==> src/rtl/if_fetch_buffer_pkg.sv <==
// Shared types for the instruction fetch buffer: FSM encoding, fetch exception
// codes and the queue entry layout.
package if_fetch_buffer_pkg;

    typedef enum logic [1:0] {
        ST_IDLE = 2'd0,
        ST_WAIT = 2'd1,
        ST_DROP = 2'd2
    } fetch_state_t;

    localparam logic [8:0] EXC_NONE   = 9'h000;
    localparam logic [8:0] EXC_ADEL_F = 9'h002;

    typedef struct packed {
        logic [31:0] pc;
        logic [31:0] instr;
        logic [8:0]  exc;
    } fetch_entry_t;

endpackage

==> src/rtl/if_fetch_buffer_fifo.sv <==
// fetch_fifo: DEPTH-entry synchronous queue of fetch entries with a
// synchronous clear, async reset and an occupancy count.
module fetch_fifo
    import if_fetch_buffer_pkg::*;
#(
    parameter int          DEPTH  = 4,
    parameter logic [31:0] PCBASE = 32'h0
) (
    input  logic                     clk,
    input  logic                     rst,
    input  logic                     clr,
    input  logic                     push,
    input  fetch_entry_t             wdata,
    input  logic                     pop,
    output fetch_entry_t             rdata,
    output logic [$clog2(DEPTH):0]   count
);

    localparam int PW = $clog2(DEPTH);

    fetch_entry_t  mem [DEPTH];
    logic [PW-1:0] wptr;
    logic [PW-1:0] rptr;

    assign rdata = mem[rptr];

    // When full, push and pop may coincide: the head is read before the
    // slot it occupies is overwritten at the clock edge.
    always_ff @(posedge clk or posedge rst) begin
        if (rst) begin
            for (int i = 0; i < DEPTH; i++) begin
                mem[i] <= '{pc: PCBASE, instr: 32'h0, exc: EXC_NONE};
            end
            wptr  <= '0;
            rptr  <= '0;
            count <= '0;
        end else if (clr) begin
            wptr  <= '0;
            rptr  <= '0;
            count <= '0;
        end else begin
            if (push) begin
                mem[wptr] <= wdata;
                wptr      <= wptr + 1'b1;
            end
            if (pop) begin
                rptr <= rptr + 1'b1;
            end
            count <= count + (PW+1)'(push) - (PW+1)'(pop);
        end
    end

    a_no_overflow: assert property (@(posedge clk) disable iff (rst)
        !(push && !pop && !clr && count == (PW+1)'(DEPTH)));

endmodule

==> src/rtl/if_fetch_buffer.sv <==
// Instruction fetch buffer: issues one outstanding imem request at a time and
// queues responses for decode. Optional same-cycle bypass: define FETCH_BYPASS_EN.
`ifndef PCBASE
`define PCBASE 32'hBFC0_0000
`endif

module if_fetch_buffer
    import if_fetch_buffer_pkg::*;
#(
    parameter int          DEPTH  = 4,
    parameter logic [31:0] PCBASE = `PCBASE
) (
    input  logic                     clk,
    input  logic                     rst,
    input  logic [31:0]              pc,
    output logic                     installF,
    input  logic                     flush,
    output logic                     imem_req,
    output logic [31:0]              imem_addr,
    input  logic                     imem_gnt,
    input  logic                     imem_rvalid,
    input  logic [31:0]              imem_rdata,
    output logic                     d_valid,
    input  logic                     d_ready,
    output logic [31:0]              d_pc,
    output logic [31:0]              d_instr,
    output logic [8:0]               d_exc,
    output fetch_state_t             dbg_state,
    output logic [$clog2(DEPTH):0]   dbg_count
);

    localparam int PW = $clog2(DEPTH);

    fetch_state_t  state;
    logic [31:0]   lpc;
    logic [PW:0]   count;
    logic [PW+1:0] used;
    fetch_entry_t  head;
    fetch_entry_t  wdata;
    logic          fifo_push;
    logic          fifo_pop;
    logic          space;
    logic          aligned;
    logic          resp;
    logic          mis_push;
    logic          bypass;

    // Handshakes: imem transfers a request when imem_req && imem_gnt, and a
    // response on imem_rvalid (no back-pressure); decode takes the head when
    // d_valid && d_ready. A valid never depends on its own ready.
    always_comb begin
        fifo_pop = (count != '0) && d_ready;
        // An outstanding request (WAIT or DROP) reserves one queue slot.
        used     = {1'b0, count} + (PW+2)'(state != ST_IDLE) - (PW+2)'(fifo_pop);
        space    = used < (PW+2)'(DEPTH);
        aligned  = (pc[1:0] == 2'b00);
        resp     = (state == ST_WAIT) && imem_rvalid && !flush;
`ifdef FETCH_BYPASS_EN
        bypass   = resp && (count == '0);
`else
        bypass   = 1'b0;
`endif
        imem_req = 1'b0;
        mis_push = 1'b0;
        if (!rst && !flush) begin
            if (state == ST_IDLE || resp) begin
                imem_req = space && aligned;
            end
            if (state == ST_IDLE) begin
                mis_push = space && !aligned;
            end
        end
        imem_addr = imem_req ? pc : 32'h0;
        fifo_push = mis_push || (resp && !(bypass && d_ready));
        if (mis_push) begin
            wdata = '{pc: pc, instr: 32'h0, exc: EXC_ADEL_F};
        end else begin
            wdata = '{pc: lpc, instr: imem_rdata, exc: EXC_NONE};
        end
        if (rst) begin
            installF = 1'b1;
        end else if (flush) begin
            installF = 1'b0;
        end else begin
            installF = !((imem_req && imem_gnt) || mis_push);
        end
        d_valid = (count != '0) || bypass;
        if (bypass) begin
            {d_pc, d_instr, d_exc} = {lpc, imem_rdata, EXC_NONE};
        end else begin
            {d_pc, d_instr, d_exc} = head;
        end
    end

    always_ff @(posedge clk or posedge rst) begin
        if (rst) begin
            state <= ST_IDLE;
            lpc   <= PCBASE;
        end else begin
            case (state)
                ST_IDLE: begin
                    if (imem_req && imem_gnt) begin
                        state <= ST_WAIT;
                        lpc   <= pc;
                    end
                end
                ST_WAIT: begin
                    if (flush) begin
                        state <= imem_rvalid ? ST_IDLE : ST_DROP;
                    end else if (imem_rvalid) begin
                        if (imem_req && imem_gnt) begin
                            lpc <= pc;
                        end else begin
                            state <= ST_IDLE;
                        end
                    end
                end
                ST_DROP: begin
                    // The discarded response retires the stale request.
                    if (imem_rvalid) begin
                        state <= ST_IDLE;
                    end
                end
                default: state <= ST_IDLE;
            endcase
        end
    end

    fetch_fifo #(
        .DEPTH  (DEPTH),
        .PCBASE (PCBASE)
    ) u_fifo (
        .clk   (clk),
        .rst   (rst),
        .clr   (flush),
        .push  (fifo_push),
        .wdata (wdata),
        .pop   (fifo_pop),
        .rdata (head),
        .count (count)
    );

    assign dbg_state = state;
    assign dbg_count = count;

endmodule

==> config.mk <==
export PLATFORM = sky130hd
export DESIGN_NAME = if_fetch_buffer
export DESIGN_NICKNAME = d
export VERILOG_FILES = /design/src/rtl/if_fetch_buffer_pkg.sv /design/src/rtl/if_fetch_buffer_fifo.sv /design/src/rtl/if_fetch_buffer.sv
export SDC_FILE = /design/constraint.sdc
export NUM_CORES = 1
export LEC_CHECK = 0
export CORE_ASPECT_RATIO = 1.1
export CORE_MARGIN = 3
export CORE_UTILIZATION = 45
export DETAILED_ROUTE_END_ITERATION = 10
export GPL_TIMING_DRIVEN = 0
export PLACE_DENSITY = 0.75
export SYNTH_ARGS = -nofsm -noshare
export SYNTH_HDL_FRONTEND = slang
export SYNTH_SLANG_ARGS = --single-unit
==> constraint.sdc <==
create_clock -name clk -period 8.3 [get_ports clk]
set_input_delay 0.83 -clock clk [delete_from_list [all_inputs] [get_ports clk]]
set_output_delay 0.83 -clock clk [all_outputs]
set_load 0.02 [all_outputs]
=== After elaboration in Yosys (flattened, before gate mapping) ===
Cells that the tools add are included.

* Bits of input ports: 70
* Latch bits: 0
* Memories kept: 0
* Bits in writable memories: 0
* Register bits: 333
* Memory bits (read-only): 0
* Word-level logic and storage cells: 93
* Output and inout port bits: 113

* Bitwise gates (word level): 3
* Add/subtract/negate cells: 6
* Reduce and logical (&&, ||, !) cells: 25
* Multipliers: 0
* Divide/modulo/power cells: 0
* Magnitude comparators: 4
* Shifts and indexed selects: 0
* Multiplexer cells: 30
* Equality and inequality tests: 8

{| class="wikitable"
|+ Operators with widths
! cell !! count
|-
| bitwise mux 292 bit || 1
|-
| two-way mux 73 bit || 4
|-
| binary-select mux 73 bit (select 2 bit) || 1
|-
| demux 73 bit (select 2 bit) || 1
|-
| two-way mux 32 bit || 4
|-
| one-hot mux 32 bit (2 select lines) || 1
|-
| two-way mux 2 bit || 10
|-
| logical AND 1 bit || 8
|-
| nonzero test 2 bit || 4
|-
| >= comparator 3 bit, second input constant || 2
|-
| two-way mux 1 bit || 6
|-
| inequality test 2 bit, second input constant || 3
|-
| inequality test 3 bit, second input constant || 2
|-
| inverter 2 -> 3 bit || 2
|-
| one-hot mux 2 bit (3 select lines) || 1
|-
| adder 2 x 1 -> 2 bit, second input constant || 2
|-
| adder 3 x 1 -> 4 bit || 1
|-
| zero test 1 bit || 4
|-
| zero test 2 bit || 2
|-
| less-than comparator 4 x 3 -> 1 bit, second input constant || 1
|-
| AND reduction 4 bit || 1
|-
| subtractor 4 x 1 -> 4 bit || 1
|-
| adder 3 x 1 -> 3 bit || 1
|-
| logical OR 1 bit || 3
|-
| 10 further kinds || 10
|}

=== Depth between registers and ports, before layout ===
Gate-level depths: netlist of run 1.

* Depth in word-level cells: 12
* Gate-level depth with buffers: 14
* Depth with buffers taken out: 13

=== Cells and area by module ===
A second synthesis of run 1 with hierarchy kept.

* Cell total of the unflattened synthesis: 956
* Area, all modules: 16859.9 um2

{| class="wikitable"
|+ Modules (own cells, without submodules)
! module !! cells an instance !! sequential area each (um2) !! area an instance (um2) !! times used
|-
| fetch_fifo || 744 || 7527.2 || 14559.0 || 1
|-
| if_fetch_buffer || 212 || 862.1 || 2301.0 || 1
|}

=== Least setup slack after synthesis of run 1 ===
No wires, ideal clock.

* Path type: input to output
* Start point: in rst
* End point: out installF
* Path buffers: 0
* Stages: 2
* Path slack: -0.822 ns
* Arrival time: 8.292 ns
* Required time: 7.470 ns
* Cell sequence: inv_1 > a211oi_1

* Word-level cells in the longest chain between the ends: 8
* Elaborated cells on any way between the ends: 9
* Those cells by class: mux (4); reduce/logical (5)

{| class="wikitable"
|+ RTL lines
! item !! RTL line !! RTL
|-
| start, declared || if_fetch_buffer.sv:14 || <nowiki>input logic rst,</nowiki>
|-
| zero test 1 bit (no source line) || n/a ||
|-
| logical AND 1 bit || if_fetch_buffer.sv:65 || <nowiki>if (!rst && !flush) begin</nowiki>
|-
| two-way mux 1 bit || if_fetch_buffer.sv:65 ||
|-
| logical AND 1 bit || if_fetch_buffer.sv:85 || <nowiki>installF = !((imem_req && imem_gnt) || mis_push);</nowiki>
|-
| logical OR 1 bit || if_fetch_buffer.sv:85 ||
|-
| zero test 1 bit || if_fetch_buffer.sv:85 ||
|-
| two-way mux 1 bit || if_fetch_buffer.sv:82 || <nowiki>end else if (flush) begin</nowiki>
|-
| two-way mux 1 bit * || if_fetch_buffer.sv:80 || <nowiki>if (rst) begin</nowiki>
|-
| end, declared || if_fetch_buffer.sv:16 || <nowiki>output logic installF,</nowiki>
|}

Mark *: on every way between the ends. The rest lies on a longest branch, timed or not.

=== Worst setup path after layout of run 1 ===
* Start point: reg u_fifo.count[1]
* End point: out imem_addr[4]

* Word-level cells in the longest chain between the ends: 8
* Elaborated cells on any way between the ends: 9
* Those cells by class: add/sub (2); order compare (1); mux (3); reduce/logical (3)

{| class="wikitable"
|+ RTL lines
! item !! RTL line !! RTL
|-
| start, declared || if_fetch_buffer_fifo.sv:16 || <nowiki>output logic [$clog2(DEPTH):0] count</nowiki>
|-
| start signal, assigned || if_fetch_buffer_fifo.sv:49 || <nowiki>count <= count + (PW+1)'(push) - (PW+1)'(pop);</nowiki>
|-
| parallel branches: the longest is 2 deep, another holds adder 3 x 1 -> 4 bit || n/a ||
|-
| subtractor 4 x 1 -> 4 bit * || if_fetch_buffer.sv:54 || <nowiki>used = {1'b0, count} + (PW+2)'(state != ST_IDLE) - (PW+2)'(fifo_pop);</nowiki>
|-
| less-than comparator 4 x 3 -> 1 bit * || if_fetch_buffer.sv:55 || <nowiki>space = used < (PW+2)'(DEPTH);</nowiki>
|-
| logical AND 1 bit * || if_fetch_buffer.sv:67 || <nowiki>imem_req = space && aligned;</nowiki>
|-
| two-way mux 1 bit * || if_fetch_buffer.sv:66 || <nowiki>if (state == ST_IDLE || resp) begin</nowiki>
|-
| two-way mux 1 bit * || if_fetch_buffer.sv:65 ||
|-
| two-way mux 32 bit * || if_fetch_buffer.sv:73 || <nowiki>imem_addr = imem_req ? pc : 32'h0;</nowiki>
|-
| end, declared || if_fetch_buffer.sv:19 || <nowiki>output logic [31:0] imem_addr,</nowiki>
|}

Every way passes the cells marked *.

==> qor.yml, run 1 <==
outcome: "finished, final reports clean"
wl_um: 36100
async_flop_share: 1.00
fin_util: 0.588
tightest_slew_ns: 1.02
drv_cap: 0
syn_area_per_cell_um2: 14.6
syn_inst: 901
routed_via_density: 6.24
synth_warnings: 0
fp.coreArea_mm2: 0.0283
maxClockFrequency_mhz: 180
crit_arrival_ns: 4.73
fin_crit_ns: 5.56
antenna_cells: 0
dp_hpwl_um: 24100
numCtsBuffers: 31
p_sw_mw: 1.64
total_power_mw: 5.36
synth-seq-area-share: 0.578
grt_max_degree: 43
nNetsFinal: 1202
die_w_um: 169
max_slew_margin: 0.319
dr.pass1.iters: 5
first_global_vias: 9956
nFillCells: 2219
cts-root-buf: "clkbuf_16"
cp_max_fo: 10
synth-edff-count: 0
crit_path_top_delay_cell: "nor4_2"
path_cells: "or3_1 -> and2_1 -> ha_1 -> inv_1 -> ha_1 -> nand2b_1 -> o2111ai_1 -> a21boi_2 -> nor4_2 -> clkbuf_1 -> and2_1 -> clkdlybuf4s50_1"
post_cts_resized: 0
finalClockSkew_ns: 0.00973
hold_class: "flip-flop to flip-flop"
hold_violations: 0
syn_area_mm2: 0.0131
finalCritPeriodShare: 0.670
worst_slack_ns: 2.74
synth_top_family_by_area: "compound AO/OA/AOI/OAI gates"
stdcell_area_mm2: 0.0166
placed_cell_area_mm2: 0.0155
power_frac_clock: 0.281
synth-seq-cells: 301
pwr-share-comb: 0.330
rsz0062_at_grt: "false"
multi_input_area_mm2: 0.00509
post_drt_wl_per_cell_um: 23.9
p_seq_frac: 0.389
cp-end-kind: "primary output"
sw_frac_of_total: 0.306
overflow: 0
dr.first_iter.drc_count: 667
leakage_nw: 7.11
synth_top_area_frac: 0.488
antenna_found_initial: 0
required_ns: 7.47
path_clk_slew_ns: 0.06
yosys.area_share.simple: 0.0342
layout_common_cells: "dfrtp_1, clkdlybuf4s50_1, a22o_1, a2bb2oi_1, clkbuf_1"
gp_congestion: 0.785
synth_cell_types: 41
slew_viol_final: 0
die_area_mm2: 0.0313
cts_sinks: 301
synth_xor_area_frac: 0.00333
ant_nets: 0
vias: 9413
grt_pass1_wl_um: 57100
cp-start-kind: "flip-flop"
grt.total_usage: 0.230
peakVddDrop_uv: 220
seq_area_mm2: 0.00759
portBuffers: 172
holdBufCountCts: 0
path_buf_inv: 3
syn_to_final_growth_pct: 26.6
setup_viol: 0
yosys_most_used_dff: "dfrtp_1"
final_common_cell: "dfrtp_1"
critPathKind: "flip-flop to primary output"
clk_latency_ns: 0.55
fp.dieH_um: 185
cpPeakStageDelay_ns: 0.84
drive_gt1_frac: 0.183
p_per_area_mw_per_mm2: 322
drc: 0
place_ws_ns: 2.88
initial_core_util: 0.465
synth_compound_area_frac: 0.200
num_io_pins: 183
cts_tree: "built"
synthTopCellsByArea: "dfrtp_1, mux4_2, dfstp_2"
postCtsSetupRepairBufs: 0
num_rows: 64
yosys-mux-area-fraction: 0.137
yosys.area_share.adder: 0.00915
p_int_mw: 3.72
yosys.area.top_type: "dfrtp_1"
htreeDepth: 1
clock_path_buffers: 3
crit_family: "simple AND/OR/NAND/NOR gates"
[state kept, by name, summed over array words and instances, names as in the netlist]
name,flops
u_fifo.mem,260
u_fifo.wptr,2
dbg_state,2
lpc,32
u_fifo.rptr,2
u_fifo.count,3
[kinds of logic (layout without fill, tap and decap cells)]
| family | Yosys count | in the layout |
|---|---|---|
| AO/OA/AOI/OAI | 302 | 302 |
| XOR/XNOR | 5 | 5 |
| flip-flops | 301 | 301 |
| multiplexers | 95 | 95 |
| other | 1 | 10 |
| adder cells (fa/ha/maj) | 9 | 9 |
| AND/OR/NAND/NOR | 74 | 74 |
| buffers and inverters | 114 | 350 |
[path summary, 6_finish.rpt]
check                      cells past startpoint            start         endpoint  slack (ns)
max in group asynchronous                      5              rst   u_fifo.mem[72]        6.23
min in group asynchronous                      2              rst  u_fifo.mem[203]        0.92
hold reg to reg                                1          lpc[14]          lpc[14]        0.49
setup / recovery                              12  u_fifo.count[1]     imem_addr[4]        2.74
hold / removal                                 1          lpc[14]          lpc[14]        0.49
setup reg to reg                               9  u_fifo.count[1]  u_fifo.mem[269]        4.72
[synthesized netlist by cell type (7+ instances only)]
library cell and count:
a22o_1 130, a2bb2oi_1 128, and2_1 39, buf_1 9, buf_2 15, buf_4 13
clkbuf_1 67, dfrtp_1 256, dfstp_2 45, ha_1 8, inv_1 10, mux2_1 26
mux4_2 65, nand2_1 11, nor2_1 7, o32ai_1 32
[worst register-to-register path, stage by stage, from the launching register on]
cell and delay [ns]:
dfrtp_1 0.49, or3_1 0.40, and2_1 0.24, ha_1 0.32, nand2b_1 0.17, o2111ai_1 0.21
a21boi_2 0.54, clkbuf_1 0.57, o32ai_1 0.32, a2bb2oi_1 0.24
[power groups by stage]
stage	combinational [mW]	sequential, mW	clock [mW]
finish	1.77	2.08	1.51
global route	1.88	2.12	1.59
CTS	1.78	2.08	1.53
detailed placement	1.78	2.09	0
global placement	1.73	2.07	0
floorplan	1.12	2.03	0
[metal layers]
metal  wire length [um]  vias up  global-route usage
li1                   -     3985                   -
met1              15100     4931               0.323
met2              17300      433               0.371
met3               2690       64              0.0412
met4                916        0              0.0671
met5                  0        -                   0
[through the flow]
stage          TNS (ns)  hold WS, ns  std cells
5_1_grt               0        0.495       1509
2_1_floorplan         0        0.459        910
3_5_place_dp          0        0.477       1453
4_1_cts               0        0.490       1509
6_report              0        0.488       1509
3_3_place_gp      -1.79        0.470       1445
[cell type report]
class | count | area share
Buffer | 104 | 0.0275
Clock buffer | 39 | 0.0527
Clock inverter | 17 | 0.0145
Inverter | 10 | 0.00248
Multi-Input combinational cell | 495 | 0.306
Sequential cell | 301 | 0.456
Tap cell | 363 | 0.0273
Timing Repair Buffer | 180 | 0.113
No activity file was read; power rests on OpenSTA's default activity.
==> run 2: changes to the inputs <==
Settings changed: PLACE_DENSITY 0.75 to 0.73.
Clock period 8.3 ns to 5.17 ns, I/O delays scaled along.
==> qor.yml, run 2 (synthesis results as in run 1) <==
crit_path_top_delay_cell: "clkdlybuf4s50_1"
peakVddDrop_uv: 360
setup_viol: 0
drc: 0
fin_crit_ns: 4.80
crit_arrival_ns: 4.28
path_cells: "or3_1 -> and2_1 -> ha_1 -> inv_1 -> ha_1 -> nand2b_1 -> o2111ai_1 -> a21boi_4 -> buf_2 -> nor3_1 -> a211oi_1 -> clkdlybuf4s50_1"
power_frac_clock: 0.267
first_global_vias: 9670
die_area_mm2: 0.0313
clock_path_buffers: 3
drv_cap: 0
cpMostUsedCell: "ha_1"
cp_max_fo: 10
nNetsFinal: 1203
total_power_mw: 8.40
post_drt_wl_per_cell_um: 23.1
overflow: 0
final_common_cell: "dfrtp_1"
grt.total_usage: 0.223
required_ns: 4.65
p_per_area_mw_per_mm2: 508
critPathKind: "flip-flop to primary output"
routed_via_density: 6.11
dr.first_iter.drc_count: 563
p_int_mw: 5.80
top_register: "u_fifo.mem"
p_seq_frac: 0.397
fin_util: 0.586
grt_pass1_wl_um: 55400
p_sw_mw: 2.60
fp.coreArea_mm2: 0.0283
layout_common_cells: "dfrtp_1, clkdlybuf4s50_1, a22o_1, a2bb2oi_1, clkbuf_1"
antenna_cells: 0
antenna_found_initial: 1
placed_cell_area_mm2: 0.0155
portBuffers: 172
path_buf_inv: 3
drive_gt1_frac: 0.182
wl_um: 34900
clk_latency_ns: 0.55
initial_core_util: 0.465
die_w_um: 169
hold_ws_ns: 0.490
seq_area_mm2: 0.00759
dp.cells: 1452
ant_nets: 0
cpPeakStageDelay_ns: 0.70
cts-root-buf: "clkbuf_16"
cts_sinks: 301
rsz0062_at_grt: "false"
num_rows: 64
dp_hpwl_um: 23500
multi_input_area_mm2: 0.00511
grt_max_degree: 45
numCtsBuffers: 31
maxClockFrequency_mhz: 208
hold_violations: 0
htreeDepth: 1
cp-end-kind: "primary output"
finalClockSkew_ns: 0.0103
gp_congestion: 0.808
pwr-share-comb: 0.337
dr.pass1.iters: 4
tightest_slew_ns: 1.08
vias: 9229
path_clk_slew_ns: 0.06
syn_to_final_growth_pct: 26.1
holdBufCountCts: 0
num_io_pins: 183
crit_family: "buffers and inverters"
max_slew_margin: 0.281
largest_reg_flops: 260
stdcell_area_mm2: 0.0166
finalCritPeriodShare: 0.929
cp-start-kind: "flip-flop"
fp.dieH_um: 185
leakage_nw: 7.09
reg_top3: "u_fifo.mem x260, lpc x32, u_fifo.count x3"
nFillCells: 2231
sw_frac_of_total: 0.310
slew_viol_final: 0
fin_cells: 1511
outcome: "finished, final reports clean"
cts_tree: "built"
hold_class: "flip-flop to flip-flop"
-- run 2: cell types whose count changed in the layout (fill, tap and decap cells not counted), sizes merged --
cell / change
bufinv: -3
clkbuf: +2
buf: +1
clkinv: +1
inv: +1
-- run 2: worst register-to-register path, stage by stage (launching register included) --
cell	delay (ns)
dfrtp_1	0.51
or3_1	0.38
and2_1	0.24
ha_1	0.24
inv_1	0.06
ha_1	0.21
nand2b_1	0.10
o2111ai_1	0.15
a21boi_4	0.23
clkbuf_1	0.31
o32ai_1	0.78
a2bb2oi_1	0.16
-- run 2: area by class of cell --
cell class                 instances  area share
timing repair buffer             181       0.113
multi-input combinational        495       0.308
inverter                          10     0.00249
sequential                       301       0.458
tap                              363      0.0274
clock buffer                      41      0.0521
buffer                           104      0.0277
clock inverter                    16      0.0102
-- run 2: stage by stage --
stage	TNS [ns]	setup WS [ns]
after global placement	-372.95	-4.17
after CTS	0	0.117
after floorplan	-1.38	-1.38
after detailed placement	0	0.330
after global routing	0	0.136
final	0	0.369
-- run 2: routing by layer --
layer  wire, um  GRT usage  vias to the layer above
li1           -          -                     3971
met1      14900      0.313                     4840
met2      16600      0.355                      351
met3       2480     0.0461                       65
met4        934     0.0674                        2
met5         13          0                        -
-- run 2: path summary, 6_finish.rpt --
| kind | startpoint | end | slack (ns) | depth (start not counted) |
|---|---|---|---|---|
| max in group asynchronous | rst | u_fifo.mem[161] | 3.05 | 6 |
| setup / recovery | u_fifo.count[2] | installF | 0.37 | 12 |
| hold / removal | lpc[5] | lpc[5] | 0.49 | 1 |
| setup reg to reg | u_fifo.count[2] | u_fifo.mem[269] | 1.67 | 11 |
| hold reg to reg | lpc[5] | lpc[5] | 0.49 | 1 |
| min in group asynchronous | rst | dbg_state[1] | 0.63 | 2 |
-- run 2: what timing repair did --
| action | in CTS | in global routing |
|---|---|---|
| setup endpoints to repair | 28 | 28 |
| resized for setup | 1 | 1 |
| pin swaps | 0 | 1 |
| buffers inserted | 0 | 2 |
-- run 2: power groups by stage --
| stage | Sequential (mW) | Combinational (mW) | Clock (mW) |
|---|---|---|---|
| 2_1_floorplan | 3.26 | 1.80 | 0 |
| 3_3_place_gp | 3.33 | 2.77 | 0 |
| 3_5_place_dp | 3.35 | 2.84 | 0 |
| 4_1_cts | 3.32 | 2.85 | 2.28 |
| 5_1_grt | 3.40 | 3.02 | 2.38 |
| 6_report | 3.33 | 2.83 | 2.24 |
